[src/rtl/seg7_display_ctrl.sv]
// seg7_display_ctrl: handshaked hex/decimal multi-digit seven-segment driver with overflow and leading-zero blanking.
// Define SEG_BLINK_EN to add the blink_mask port and per-digit blinking.
module seg7_display_ctrl #(
   parameter int DIGITS    = 8,
   parameter int DATA_W    = 32
`ifdef SEG_BLINK_EN
   , parameter int BLINK_DIV = 25000000
`endif
) (
   input  logic                clock,
   input  logic                resetn,
   input  logic                in_valid,
   output logic                in_ready,
   input  logic [DATA_W-1:0]   in_data,
   input  logic                in_dec,
   input  logic                blank_lz,
   output logic                busy,
   output logic                overflow,
`ifdef SEG_BLINK_EN
   input  logic [DIGITS-1:0]   blink_mask,
`endif
   output logic [7*DIGITS-1:0] seg_out
);
   localparam int BW = 4*DIGITS;
   localparam int CW = $clog2(DATA_W+1);
   typedef enum logic [1:0] {IDLE, CONV, LOAD} state_t;
   state_t              r_state, w_state_nxt;
   logic [DATA_W-1:0]   r_data;
   logic                r_dec, r_blz, r_ovf_c;
   logic [BW-1:0]       r_bcd, w_adj, w_val;
   logic [CW-1:0]       r_cnt;
   logic [7*DIGITS-1:0] r_seg, w_seg;
   logic                w_accept, w_hex_ovf, w_ovf, w_nz;

   function automatic logic [6:0] f_enc(input logic [3:0] n);
      case (n)
         4'h0: return 7'b1000000;
         4'h1: return 7'b1111001;
         4'h2: return 7'b0100100;
         4'h3: return 7'b0110000;
         4'h4: return 7'b0011001;
         4'h5: return 7'b0010010;
         4'h6: return 7'b0000010;
         4'h7: return 7'b1111000;
         4'h8: return 7'b0000000;
         4'h9: return 7'b0010000;
         4'hA: return 7'b0001000;
         4'hB: return 7'b0000011;
         4'hC: return 7'b1000110;
         4'hD: return 7'b0100001;
         4'hE: return 7'b0000110;
         default: return 7'b0001110;
      endcase
   endfunction

   assign w_accept = in_valid && in_ready;

   always_ff @(posedge clock or negedge resetn)
      if (!resetn) r_state <= IDLE;
      else         r_state <= w_state_nxt;

   always_comb
      w_state_nxt = (r_state == IDLE) ? (w_accept ? (in_dec ? CONV : LOAD) : IDLE) :
                    (r_state == CONV) ? ((r_cnt == CW'(DATA_W-1)) ? LOAD : CONV) : IDLE;

   always_comb begin
      in_ready = (r_state == IDLE);
      busy     = (r_state != IDLE);
   end

   for (genvar g = 0; g < DIGITS; g++) begin : g_adj
      assign w_adj[4*g+:4] = (r_bcd[4*g+:4] >= 4'd5) ? r_bcd[4*g+:4] + 4'd3 : r_bcd[4*g+:4];
   end

   // The bit leaving the BCD MSB would belong to a digit we cannot show.
   always_ff @(posedge clock or negedge resetn)
      if (!resetn) begin
         r_data   <= '0;
         r_dec    <= 1'b0;
         r_blz    <= 1'b0;
         r_ovf_c  <= 1'b0;
         r_bcd    <= '0;
         r_cnt    <= '0;
         r_seg    <= '1;
         overflow <= 1'b0;
      end else begin
         if (w_accept) begin
            r_data  <= in_data;
            r_dec   <= in_dec;
            r_blz   <= blank_lz;
            r_bcd   <= '0;
            r_ovf_c <= 1'b0;
            r_cnt   <= '0;
         end
         if (r_state == CONV) begin
            r_bcd   <= {w_adj[BW-2:0], r_data[DATA_W-1]};
            r_data  <= r_data << 1;
            r_ovf_c <= r_ovf_c | w_adj[BW-1];
            r_cnt   <= r_cnt + CW'(1);
         end
         if (r_state == LOAD) begin
            r_seg    <= w_seg;
            overflow <= w_ovf;
         end
      end

   assign w_hex_ovf = (r_data >> BW) != '0;
   assign w_val     = r_dec ? r_bcd : BW'(r_data);
   assign w_ovf     = r_dec ? r_ovf_c : w_hex_ovf;

   // Scan from the top digit; blanking stops at the first nonzero digit or at digit 0.
   always_comb begin
      w_seg = '1;
      w_nz  = 1'b0;
      for (int i = DIGITS-1; i >= 0; i--) begin
         w_nz = w_nz || (w_val[4*i+:4] != 4'd0) || (i == 0);
         w_seg[7*i+:7] = w_ovf ? 7'b0111111 : (r_blz && !w_nz) ? 7'b1111111 : f_enc(w_val[4*i+:4]);
      end
   end

`ifdef SEG_BLINK_EN
   localparam int KW = $clog2(BLINK_DIV+1);
   logic [KW-1:0]       r_bcnt;
   logic                r_phase;
   logic [7*DIGITS-1:0] w_mask;
   always_ff @(posedge clock or negedge resetn)
      if (!resetn) begin
         r_bcnt  <= '0;
         r_phase <= 1'b0;
      end else if (r_bcnt == KW'(BLINK_DIV-1)) begin
         r_bcnt  <= '0;
         r_phase <= ~r_phase;
      end else begin
         r_bcnt  <= r_bcnt + KW'(1);
      end
   for (genvar g = 0; g < DIGITS; g++) begin : g_blink
      assign w_mask[7*g+:7] = {7{r_phase & blink_mask[g]}};
   end
   assign seg_out = r_seg | w_mask;
`else
   assign seg_out = r_seg;
`endif
endmodule

[config.mk]
export PLATFORM = sky130hd
export DESIGN_NAME = seg7_display_ctrl
export DESIGN_NICKNAME = d
export VERILOG_FILES = /design/src/rtl/seg7_display_ctrl.sv
export SDC_FILE = /design/constraint.sdc
export NUM_CORES = 1
export LEC_CHECK = 0
export BUFFER_PORTS_ARGS = -buffer_cell sky130_fd_sc_hd__buf_2
export CORE_MARGIN = 3
export CORE_UTILIZATION = 60
export DETAILED_ROUTE_END_ITERATION = 8
export GPL_TIMING_DRIVEN = 1
export PLACE_DENSITY = 0.8
export SLEW_MARGIN = 20
export SYNTH_ARGS = -nofsm -noshare
export SYNTH_HDL_FRONTEND = slang
export SYNTH_SLANG_ARGS = --single-unit
export TNS_END_PERCENT = 20
[constraint.sdc]
create_clock -name clock -period 5.9 [get_ports clock]
set_clock_uncertainty 0.2 [all_clocks]
set_input_delay 0.295 -clock clock [delete_from_list [all_inputs] [get_ports clock]]
set_output_delay 0.295 -clock clock [all_outputs]
set_load 0.005 [all_outputs]
==> out/summary.md, run 1 <==
The flow ran to the end, and the final reports show no timing, DRC or antenna violations. The initial antenna violation count is 0, and the count of cell types in the netlist is 55. Uppermost signal routing layer after detailed routing: met4. The tools report the kind of end point of the critical path as a register.

The tools report the final count of pins violating max slew as 0. Clock root buffer: clkbuf_16. The run gives 0.000481 V as the peak ir drop on the vdd network. The longest clock path from root to sink contains 2 buffers. Clock net sink count: 132.

Detailed routing inserted a total of 7434 vias. The layout cell share with drive strength beyond 1 was 0.212; the chip height was 123 µm. Timing would allow up to 244 MHz. The number of remaining DRC errors is 0, and the depth of the most critical reg-to-reg path is 8.

For the worst-case headroom to the max-slew limit, the log shows 0.335. Routability-driven placement finished with a final weighted congestion of 0.924. In this run the worst setup path begins at r_dec. The worst-margin pin slew is 0.970 ns. The worst path needs 4.10 ns of the cycle, external delays included. The layout overhead on the synthesized area is 18.5%. The iteration count of the initial detailed-routing pass was 5. Classification of the worst setup path: reg2reg. The source of the worst hold timing path was in_data[23].

Synthesized cell area: 8200 µm². For the effective utilization at floorplan, the log shows 0.617. The H-tree was split into 4 levels.

The floorplan has 42 rows. The number of inserted diodes was 0; the data required time at the worst endpoint was 6.04 ns. The worst-case hold slack was 0.0163 ns. Among all stages on the critical path, the largest delay is contributed by dfrtp_2.

The run gives 6853 as the via count of the first global-routing pass. TritonCTS built the clock tree. For this run, the number of Yosys warnings is 0. After synthesis, the mean cell area works out to 9.10 µm². The reg-to-reg critical path startpoint is r_dec. The number of buffers created by CTS is 17, and the total of endpoints with negative setup slack in the final report is 0. The first routing iteration left 976 violations. dfrtp_1 takes more of the synthesized area than any other cell. In this run the horizontal extent of the chip is 123 µm. Startpoint type of the worst setup path: a register.

For the worst-skew pair, the clock arrives at the later sink with an insertion delay of 0.42 ns. Counting flops with a built-in enable in the synthesized netlist gives 0. The post-route clock period utilization came out at 0.694. The min-delay analysis places its worst path in the category in2reg.

The layout has 962 filler cells. The total overflow left after global routing is 0. STA puts the critical path data arrival time at 4.24 ns. The core region is 13300 µm². Summed over all cells, the static leakage comes to 4.26 nW. Broken down by cell family, the worst path's largest delay share belongs to flip-flops. The sum of routed wire length over all layers is 21.5 mm. The maximum number of pins on one net before global-route repair is 65. The share of the synthesized area in the top cell type works out to 0.232. After synthesis, the cell types taking the most area are dfrtp_1 23%, dfstp_2 18%, ha_1 9.0%.

The number of buffers inserted by port buffering was 95. After detailed routing, the wire length on met1 is 9.70 mm. Most used flip-flop cell after synthesis: dfrtp_1. Along the worst path, the maximum fanout reaches 34. The number of buffers and inverters on the critical path was 1; the synthesized instance count was 901. The number of routed nets with antenna violations was 0; the met2 layer wire length in the routed design was 9.72 mm. The worst stage delay on the critical path is 0.89 ns, and the sequential share of the synthesized area is 0.411. Setup repair after global routing left no endpoint under its margin.

The number of cells on the worst hold path was 3. The post-synthesis async set-or-reset flop share works out to 1.00. The max-cap check violation count was 0; the summed negative setup slack over all endpoints was 0 ns. Summed over all nets, the half-perimeter wirelength after detailed placement is 14.1 mm. The clock-pin slew of the registers on the worst-case setup and hold paths is 0.06 ns, and the number of nets in the layout is 1103.

In this run the count of I/O pins placed on the die edge is 96. The number of setup buffers added after CTS was 0. The per-cell via count in the routed design is 6.22, and the met3 wirelength from detailed routing is 1.62 mm. For the overall die area, the log shows 15100 µm². Dividing the detail-routed wire length by the instance count gives 17.9 µm. In this run the number of cells on the critical path is 8. Synthesis produced a netlist with a net count of 997. The critical path goes through buf_4 -> mux2i_1 -> ha_1 -> nor4bb_1 -> o221ai_1 -> nor4_4 -> a31oi_2 -> a31oi_1.

The number of storage elements in the synthesis netlist is 132. The power density over the cells works out to 644 nW/µm². The run gives 0.292 as the global router's overall resource usage. The number of failing hold endpoints at the final stage was 0; the global-route wire length before repair was 34.8 mm.
cells in the mapped netlist (29+ instances only):
cell / count
mux2i_1: 34
nand3_1: 29
o22ai_1: 39
dfstp_2: 56
nor2_1: 138
dfrtp_1: 76
ha_1: 59
nand2_1: 68
a21oi_1: 44
inv_1: 43
o21ai_0: 56
clkbuf_1: 38
cells by family after synthesis:
group                      after synthesis  synth area share
DFF                                    132             0.411
and+or+nand+nor                        288             0.154
xor gates and xnor gates                16            0.0171
AOI/OAI and AO/OA                      259             0.206
muxes                                   54            0.0751
buffers and inverters                   93            0.0458
adders and majority gates               59            0.0900
final timing paths:
path,endpoint,slack [ns]
max in group asynchronous,r_dec,4.15
min in group asynchronous,r_data[9],0.15
worst min-delay path,r_data[23],0.02
worst max-delay path,seg_out[17],1.80
worst max register to register,seg_out[17],1.80
worst min register to register,seg_out[48],0.26
routing by layer:
layer  vias to the layer above  track usage
met1                      3601        0.427
met4                         0       0.0980
met5                         -            0
li1                       3464            -
met3                        42       0.0517
met2                       327        0.440
report_power, final:
group | switching (W) | internal [W]
sequential | 0.000437 | 0.00144
clock | 0.000391 | 0.000715
combinational | 0.00194 | 0.00132
registers in the layout, summed over array words and instances (netlist names):
name and flops:
overflow 1, r_cnt 6, seg_out 56, r_data 32, r_state 2, r_bcd 32, r_dec 1, r_ovf_c 1
r_blz 1
timing repair:
action	in CTS	in global routing
gates resized for setup	0	0
hold endpoints to repair	64	0
hold buffers	34	0
worst register-to-register path: cells and delay by family, from the launching register on:
family,cells,cell delay [ns]
AND/OR/NAND/NOR,2,0.86
buffers and inverters,1,0.46
multiplexers,1,0.49
AO/OA/AOI/OAI,3,0.80
adder cells (fa/ha/maj),1,0.31
flip-flops,1,0.89
cell type report:
| cell class | count | area (µm²) | area share |
|---|---|---|---|
| multi-input cells | 676 | 4470 | 0.460 |
| flip-flops and latches | 132 | 3370 | 0.347 |
| repair buffers | 137 | 878 | 0.0904 |
| clock buffers | 22 | 454 | 0.0467 |
| well taps | 176 | 220 | 0.0227 |
| inverters | 43 | 161 | 0.0166 |
| clock inverters | 10 | 155 | 0.0160 |
stage by stage:
step | instance area (µm²) | std cells | power [W] | setup slack, ns | util
6_report | 9720 | 1196 | 0.00625 | 1.80 | 0.731
3_5_place_dp | 8760 | 1130 | 0.00502 | 1.89 | 0.659
2_1_floorplan | 8200 | 901 | 0.00415 | 2.70 | -
5_1_grt | 9720 | 1196 | 0.00672 | 1.60 | 0.731
4_1_cts | 9710 | 1196 | 0.00619 | 1.84 | 0.730
3_3_place_gp | 8760 | 1130 | 0.00492 | 1.98 | 0.659
layout by cell type, fill, tap and decap left out, types with 4 or more instances in the layout:
cell / synthesis / layout
mux2i_1: 34 / 33
ha_1: 59 / 59
dfstp_2: 56 / 56
o32a_1: 4 / 4
a22o_1: 4 / 4
a32oi_1: 6 / 6
clkbuf_1: 38 / 4
bufinv_16: 0 / 4
nand2_1: 68 / 67
dfrtp_1: 76 / 75
dlygate4sd3_1: 0 / 34
a31oi_1: 27 / 27
o31ai_1: 12 / 12
a221oi_1: 6 / 6
xnor2_1: 8 / 8
and2_1: 4 / 4
a211oi_1: 5 / 5
nor2b_1: 7 / 6
nor3_1: 14 / 14
mux4_2: 4 / 4
a21oi_1: 44 / 44
inv_1: 43 / 43
xor2_1: 8 / 8
mux2_2: 14 / 14
o22a_1: 14 / 14
clkbuf_16: 0 / 17
o21ai_1: 6 / 6
o32ai_1: 11 / 11
nor2_1: 138 / 138
a32o_1: 9 / 9
o22ai_1: 39 / 39
nand3_1: 29 / 29
o21ai_0: 56 / 56
buf_4: 1 / 9
buf_2: 6 / 94
nand2b_1: 15 / 14
(Power assumes the default switching activity.)
==> inputs of run 2 (changes only) <==
- CORE_UTILIZATION: 60 -> 59
- PLACE_DENSITY: 0.8 -> 0.79
- clock period: 5.9 -> 4.09 ns (I/O delays scaled with it)
==> run 2 against run 1 <==
Effect of this change: register-to-register slack lost 1.4 ns; clock power grew 55%; via count shrank 0.11%; fmax grew 10%; largest cell class unchanged; largest power group unchanged; highest routed layer unchanged.
==> out/summary.md, run 2 (synthesized netlist as in run 1, its figures left out) <==
The total of cells resized after clock tree synthesis came out at 0 (unchanged). The logs give 0 ns (unchanged) for the summed negative setup slack over all endpoints and 844 (-14%) for the first-iteration detailed-routing DRC count. Maximum number of pins on one net before global-route repair: 64 (-1.5%). For the wire length on met1, the log shows 10.0 mm (+3.3%). The area growth from synthesis to layout is 19.7%. The horizontal die dimension came out at 124 µm (+0.81%). The tools report the global router's overall resource usage as 0.304 (+0.0126). Clock tree synthesis selected as its root buffer the cell clkbuf_16.

The cell-internal power came out at 0.00515 W (+48%). The proportion of power drawn by combinational gates came out at 0.516 (-0.006). The per-cell via count in the routed design works out to 6.18 (-0.52%).

The startpoint type of the worst setup path is a register. The logs give 270 MHz (+10%) for the maximum achievable frequency and 10.2 mm (+4.9%) for the met2 layer wire length in the routed design. Setup repair after global routing left no endpoint under its margin. The logs give 0 (unchanged) for the number of inserted diodes and 0.000716 V (+49%) for the peak ir drop on the vdd network. The global placer's final weighted congestion is 0.935 (+1.2%).

The clock-pin slew of the registers on the worst-case setup and hold paths is 0.06 ns (about the same), and the depth of the most critical reg-to-reg path is 7 (-1). The tools report the leakage component of the power as 4.31 nW (+1.2%). The run finished with clean final reports. Time the worst path needs with I/O delays and setup: 3.71 ns (-0.387 ns).

The number of remaining DRC errors was 0 (unchanged). The layout cell share with drive strength beyond 1 came out at 0.218 (+0.00580). For the total of endpoints with negative setup slack in the final report, the log shows 0 (unchanged). The worst stage delay on the critical path is 0.76 ns (-0.13 ns), and the chip height is 124 µm (+0.81%).

Via count of the first global-routing pass: 6967 (+1.7%). For the number of routed nets with antenna violations, the log shows 0 (unchanged). The average wire per cell in the routed design was 18.7 µm (+4.3%); the area of the core was 13400 µm² (+0.79%). For the final global-route overflow total, the log shows 0 (unchanged). The classification of the worst setup path is reg2reg. For the final count of pins violating max slew, the log shows 0 (unchanged). The run gives 0 (unchanged) as the number of failing hold endpoints at the final stage. The tools report the number of levels the H-tree was split into as 4 (unchanged). Worst-margin pin slew: 0.969 ns (-0.00107 ns). The HPWL reported at the end of detailed placement was 14.6 mm (+3.7%); the post-layout utilization of the core was 0.732 (+0.00136).

The slowest cell on the critical path is dfrtp_2. Effective utilization at floorplan: 0.612 (-0.00484). TritonCTS built the clock tree. The site row count was 42 (unchanged); the overall die area was 15400 µm² (+1.6%). The top fanout value on the critical path was 26 (-24%). The run gives 0 (unchanged) as the max-cap check violation count. The tools report the clock insertion delay at the later pin of the skew report as 0.43 ns (about the same). The register share of total power came out at 0.297 (-0.004). The tools report the kind of end point of the critical path as a register.

The number of buffers inserted by port buffering was 95 (unchanged). The most common cell after layout, fill and taps aside was nor2_1. The post-route clock period utilization is 0.907 (+0.213), and the iteration count of the initial detailed-routing pass is 5 (unchanged). Clock share of power: 0.187 (+0.010). The tools report the clock net sink count as 132 (unchanged).

The number of buffers created by CTS was 17 (unchanged); the power dissipated by switching net loads was 0.00405 W (+46%). The worst-case headroom to the max-slew limit is 0.336 (+0.000734), and the power density over the cells is 938 nW/µm² (+46%). The number of setup buffers added after CTS is 0 (unchanged).

For the number of I/O pins, the log shows 96 (unchanged). Total number of vias: 7426 (-0.11%). The initial antenna violation count was 0 (unchanged); the fraction of power spent switching nets was 0.440 (-0.00276). The min-delay analysis places its worst path in the category in2async.

Data required time at the worst endpoint: 4.24 ns (-1.80 ns). The detailed router used layers up to and including met4. The run gives 36.1 mm (+3.8%) as the global-route wire length before repair. The most numerous cell type found on the critical path is a31oi_1. The number of nets in the layout is 1108 (+0.45%), and the data arrival time of the critical path is 3.86 ns (-0.38 ns).

The run gives 2 (unchanged) as the maximum number of buffers from clock root to sink. The signal on the critical path passes through mux2i_1 -> ha_1 -> nor4bb_1 -> o221ai_1 -> nor4_4 -> a31oi_1 -> a31oi_1. The top cell types in the final layout, fill and taps aside, are 138 x nor2_1, 94 x buf_2, 75 x dfrtp_1, 67 x nand2_1, 59 x ha_1. The met3 wirelength from detailed routing is 1.79 mm (+11%), and the flip-flop count of the largest register, all copies and words added is 56 (unchanged). For the sum of routed wire length over all layers, the log shows 22.5 mm (+4.7%).
==> run 2: changes by cell type in the layout (fill, tap and decap cells not counted), sizes merged <==
cell | previous run | this run
dlygate4sd3 | 34 | 35
bufinv | 4 | 5
inv | 43 | 44
buf | 103 | 107
clkinv | 5 | 4
clkbuf | 22 | 21
==> run 2: metrics by stage <==
| step | instance area (µm²) | setup slack [ns] | instances | total power [W] | hold WS (ns) |
|---|---|---|---|---|---|
| 2_1_floorplan | 8200 | 0.885 | 901 | 0.00598 | -0.291 |
| 3_3_place_gp | 8790 | 0.704 | 1134 | 0.00718 | 0.0924 |
| 3_5_place_dp | 8790 | 0.565 | 1134 | 0.00728 | 0.0924 |
| 4_1_cts | 9810 | 0.478 | 1201 | 0.00912 | 0.188 |
| 5_1_grt | 9810 | 0.193 | 1201 | 0.00992 | 0.218 |
| 6_report | 9810 | 0.380 | 1201 | 0.00920 | 0.178 |
==> run 2: routing by layer <==
metal  vias up  track usage
li1       3468            -
met2       336        0.465
met4         0       0.0945
met3        47       0.0631
met5         -            0
met1      3575        0.437
==> run 2: final timing paths <==
check / to / slack, ns / startpoint
max: seg_out[9] / 0.38 / r_dec
min: r_data[21] / 0.18 / resetn
max reg2reg: seg_out[9] / 0.38 / r_dec
min reg2reg: seg_out[48] / 0.26 / seg_out[48]
max in group asynchronous: seg_out[29] / 2.66 / resetn
min in group clock: seg_out[48] / 0.26 / seg_out[48]
==> run 2: worst max-delay path, delay by kind of cell (launching register included) <==
| family | cells | cell delay, ns |
|---|---|---|
| muxes | 1 | 0.61 |
| adders and majority gates | 1 | 0.34 |
| and+or+nand+nor | 2 | 0.87 |
| AOI/OAI and AO/OA | 3 | 0.84 |
| DFF | 1 | 0.76 |
==> run 2: layout make-up <==
class | count | area (µm²)
multi-input cells | 676 | 4470
fillers | 969 | 3590
flip-flops and latches | 132 | 3370
repair buffers | 142 | 918
clock buffers | 21 | 470
well taps | 176 | 220
clock inverters | 11 | 198
inverters | 43 | 161
==> run 2: what timing repair did <==
| item | CTS | global route |
|---|---|---|
| endpoints found under the setup margin | 0 | 0 |
| hold buffers | 35 | 0 |
| hold endpoints to repair | 69 | 0 |
==> run 2: power by group through the flow <==
stage	clock, W	combinational, W	sequential (W)
2_1_floorplan	0	0.00349	0.00249
3_3_place_gp	0	0.00449	0.00270
3_5_place_dp	0	0.00457	0.00271
4_1_cts	0.00174	0.00467	0.00271
5_1_grt	0.00180	0.00532	0.00281
6_report	0.00172	0.00474	0.00273
